## config.mk

```make
export PLATFORM = sky130hd
export DESIGN_NAME = add_sub_ref
export DESIGN_NICKNAME = d
export VERILOG_FILES = /design/src/rtl/add_sub_pkg.sv /design/src/rtl/add_sub_ref.sv
export SDC_FILE = /design/constraint.sdc
export NUM_CORES = 1
export LEC_CHECK = 0
export ABC_AREA = 1
export CAP_MARGIN = 20
export CORE_MARGIN = 3
export CORE_UTILIZATION = 44
export DETAILED_ROUTE_END_ITERATION = 16
export PLACE_DENSITY = 0.93
export SETUP_SLACK_MARGIN = 0.02
export SYNTH_ARGS = -nofsm -noshare
export SYNTH_HDL_FRONTEND = slang
export SYNTH_SLANG_ARGS = --single-unit
export TNS_END_PERCENT = 5
```

## constraint.sdc

```tcl
create_clock -name vclk -period 3.05
set_input_delay 0.4575 -clock vclk [all_inputs]
set_output_delay 0.4575 -clock vclk [all_outputs]
set_load 0.03 [all_outputs]
```

## src/rtl/add_sub_pkg.sv

```systemverilog
// Shared types for the adder/subtractor checker and its reference model.
package add_sub_pkg;

   typedef logic signed [15:0] word_t;

   // One adder/subtractor outcome: result word, signed overflow and raw carry-out.
   typedef struct packed {
      word_t Out;
      logic  over;
      logic  carry;
   } add_sub_res_t;

   typedef enum logic [0:0] {
      RUN  = 1'b0,
      HALT = 1'b1
   } state_t;

   // True when an observed outcome differs from the expected one in any field.
   function automatic logic res_mismatch(input add_sub_res_t obs, input add_sub_res_t exp);
      return (obs != exp);
   endfunction

endpackage

```

## src/rtl/add_sub_ref.sv

```systemverilog
// Combinational golden model of the 16-bit adder/subtractor.
// Subtract is done as op1 + ~op2 + 1, so carry is the raw carry-out (1 = no borrow).
module add_sub_ref
   import add_sub_pkg::*;
(
   input  word_t        op1,
   input  word_t        op2,
   input  logic         Op,
   output add_sub_res_t res
);

   logic [15:0] w_b;
   logic [16:0] w_sum;

   // Form the second adder operand and the 17-bit sum, then derive the flags.
   always_comb begin
      w_b       = Op ? ~op2 : op2;
      w_sum     = {1'b0, op1} + {1'b0, w_b} + {16'd0, Op};
      res.Out   = w_sum[15:0];
      res.carry = w_sum[16];
      // Overflow: adder operand signs agree but the result sign does not.
      res.over  = (op1[15] == w_b[15]) && (w_sum[15] != op1[15]);
   end

endmodule

```

# Yosys cells after proc, flatten, opt, wreduce, memory -nomap -nowiden
# Index checks and enable logic that the tools add are counted.
# W data, S select, Z words.
dict set report word_totals {
  reg_bits 0
  input_bits 33
  out_inout_bits 18
  elab_cells 7
}
dict set report classes {
  n_addsub 2
  n_eq_ne 2
  muxes 1
  n_bitwise 1
  reduce_logical 1
}
# operator count
set ops {}
lappend ops {{$add A16 B16 Y17} 1}
lappend ops {{$add A17 B1 Y17} 1}
lappend ops {{$mux W16} 1}
lappend ops {{$not A16 Y16} 1}
lappend ops {{$eq A1 B1 Y1} 1}
lappend ops {{$logic_and A1 B1 Y1} 1}
lappend ops {{$ne A1 B1 Y1} 1}

# Logic depth before layout (Yosys ltp)
dict set report depth {
  ltp_word 6
  mapped_depth 14
  depth_no_buf 13
}

# Least setup slack after synthesis
# OpenSTA, ideal clock, no wires.
dict set report synth_path {
  path_kind {input -> output}
  from {in Op}
  to {out res[1] (netlist bit)}
  t_arrival_ps 2307
  required_time_ps 2592
  path_slack_ps 285
  path_stages 10
  n_path_buf 2
  path_cell_list {buf_6 buf_2 xor2_1 ha_1 a21o_1 a21oi_1 nand2_4 nand2_4 a21oi_1 nor2_1}
}
# element line
set synth_lines {}
lappend synth_lines {{from (decl)} add_sub_ref.sv:8} ;# input logic Op,
lappend synth_lines {{to (decl)} add_sub_ref.sv:9} ;# output add_sub_res_t res

==> flow_summary.rst <==
.. list-table::
   :header-rows: 1

   * - Metric
     - Value
   * - Height of the die
     - around 56 microns
   * - CP Buf/Inv Count
     - 3
   * - Net count after synthesis
     - 223
   * - Global route overflow
     - 0
   * - Fraction of layout instances using a drive strength above 1
     - 24.9%
   * - Crit path max-delay family
     - buffers and inverters
   * - Setup-failing EPs final
     - 0
   * - Cell area after synthesis
     - roughly 1100 sq um
   * - Post-CTS Hold Buffers
     - 0
   * - Die extent in x
     - ~56 microns
   * - Leakage dissipation
     - between 0.9 and 1 nW
   * - Leading cell types by count after synthesis
     - sky130_fd_sc_hd__nand2_1, sky130_fd_sc_hd__xor2_1, sky130_fd_sc_hd__inv_1
   * - Die Footprint
     - approximately 3100 sq um
   * - Area occupied by registers
     - 0 sq um
   * - Top Ports
     - 51
   * - Avg WL per Cell
     - 11.4 microns
   * - Actual transition at the worst max-transition pin
     - 0.304 ns
   * - Ratio of routed vias to standard cells
     - about 4.9
   * - Part of the Yosys area used for sequential elements
     - 0%
   * - Effective utilization at floorplan
     - 47.7%
   * - Pin count of the biggest net entering global routing
     - 9
   * - Min Tclk post-route
     - a little under 3 ns
   * - Count of synthesis-stage warnings from yosys
     - 0
   * - Worst path max stage delay
     - slightly above 0.5 ns
   * - VDD IR-drop max
     - 273 uV
   * - Biggest area contributors in the synthesized netlist
     - sky130_fd_sc_hd__ha_1, sky130_fd_sc_hd__xor2_1, sky130_fd_sc_hd__nand2_1
   * - IO buf count
     - 51
   * - Post-synthesis to final-layout area growth
     - 56.6%
   * - Worst Setup Path Type
     - input pin to output pin
   * - Tightest Hold Check Type
     - input pin to output pin
   * - CP arrival
     - ~2.4 ns
   * - Aggregate global-route resource usage
     - 18.3%
   * - Worst Hold Margin
     - around 1.6 ns
   * - First-pass GRT wire length
     - between 4000 and 5000 microns
   * - Slew Limit Headroom
     - about four fifths
   * - Routability cong.
     - between 0.8 and 0.9
   * - HPWL Detailed
     - approximately 2600 microns
   * - Yosys cell types
     - 28
   * - Setup slack after placement
     - -0.0667 ns
   * - Initial antenna violation count
     - 0
   * - Crit start category
     - input pin
   * - Beginning of the worst hold path
     - Op
   * - Sequential cells
     - 0
   * - Worst-case setup margin in the final layout
     - around 0.15 ns
   * - Final clock period utilization by the worst path
     - between 90% and 100%
   * - Max Cap Violations
     - 0
   * - Category of the worst setup path capture point
     - output pin
   * - CP Max Fanout
     - 4
   * - Number of cells produced by synthesis
     - between 150 and 200
   * - Setup repair after global routing missed its margin
     - false
   * - Number of clock-tree buffers in the layout
     - 0
   * - Final routed wirelength across all metal layers
     - between 2000 and 3000 microns
   * - Area leader, netlist
     - sky130_fd_sc_hd__ha_1
   * - Run status
     - complete, no violations
   * - DRT iter0 DRCs
     - 19
   * - Number of failing hold endpoints at the final stage
     - 0
   * - Most repeated cell in the gate-level netlist after synthesis
     - sky130_fd_sc_hd__nand2_1
   * - Cells after DPL
     - 261
   * - Number of detailed-route iterations in the first pass
     - 4
   * - Areal power density over the cells
     - around 370 nW/um^2
   * - Final slew viol count
     - 0
   * - Routed via count
     - ~1300
   * - Remaining DRCs
     - 0
   * - Mapped Avg Cell Area
     - roughly 6.3 sq um
   * - CP Data Required Time
     - 2.59 ns
   * - Total core area
     - between 2000 and 2500 sq um
   * - Placement row count
     - 17
   * - Count of inserted antenna diode cells
     - 0
   * - Critical Path, Cell by Cell
     - clkdlybuf4s50_1 -> nand2_1 -> nand2_2 -> inv_1 -> fa_1 -> o21ai_4 -> nand2_2 -> nand2_2 -> nand2_1 -> nand2_1 -> xor2_1 -> buf_4
   * - Area share of the largest cell type after synthesis
     - between 15 and 20%
   * - Final #Nets
     - approximately 290
   * - Startpoint of the worst setup timing path
     - op2[0]
   * - Count of non-filler cells in the finished layout
     - ~260
   * - Library cell contributing the largest single delay on the critical path
     - sky130_fd_sc_hd__clkdlybuf4s50_1
   * - Highest clock rate
     - between 300 and 400 MHz
   * - Antenna violation net count after detailed routing
     - 0
   * - Via count of the first global-routing pass
     - 1267
[power by group]
part	switching [W]	total (W)	internal, W
combinational	0.000366	0.000625	0.000259
clock	0	0	0
sequential	0	0	0
total	0.000366	0.000625	0.000259
[final cells by class]
class,count,area [sq um]
multi-input combinational,148,1020
fill,173,577
timing repair buffer,62,557
inverter,23,86.3
tap,28,35.0
[kinds of logic after synthesis]
logic type,after synthesis,share of synthesized area (%)
buffers and inverters,25,9.46
adders and majority gates,17,20.3
and+or+nand+nor,83,37.4
AOI/OAI and AO/OA,24,13.5
xor gates and xnor gates,24,19.4
[placed cells by master, fill, tap and decap left out, drive strengths merged]
cell type / n
nand2: 55
clkdlybuf4s50: 33
buf: 28
inv: 23
xor2: 22
ha: 16
a21oi: 14
nand3: 11
nor2: 11
o21ai: 4
xnor2: 2
a21o: 2
and2: 2
o21bai: 2
nor3: 2
nand4: 1
o21a: 1
nand3b: 1
a211oi: 1
fa: 1
dlymetal6s2s: 1
[worst paths after layout]
path,cells after the start,slack (ns),endpoint
max,12,0.15,res[10]
min,7,1.58,res[5]
[through the flow]
step	util [%]	TNS, ns	total power [W]	area (sq um)
final	74.7	0	0.000625	1700
after global routing	74.7	0	0.000677	1700
after CTS	73.2	0	0.000616	1670
after detailed placement	72.7	-0.169	0.000611	1650
after global placement	72.7	0	0.000600	1650
after floorplan	-	0	0.000391	1080
[tightest hold or removal path, stage by stage]
cell	delay, ns
sky130_fd_sc_hd__dlymetal6s2s_1	0.17
sky130_fd_sc_hd__nand2_2	0.08
sky130_fd_sc_hd__nand2_2	0.06
sky130_fd_sc_hd__nand2_2	0.06
sky130_fd_sc_hd__nand2_4	0.07
sky130_fd_sc_hd__xor2_1	0.06
sky130_fd_sc_hd__buf_4	0.16
[per-layer routing]
layer  global-route usage [%]  routed length (microns)  vias up
met1                     21.4                     1240      575
met2                     37.2                     1570       36
li1                         -                        -      677
met5                        0                        0        -
met4                     1.74                       12        0
met3                    0.696                      152        2
[timing repair]
item	4_1_cts	5_1_grt
cloned	0	0
resized for setup	3	8
setup buffers	0	0
pin swaps	2	2
setup endpoints to repair	9	12
hold endpoints to repair	0	0
Note: power is estimated with default switching activity, not from simulation.
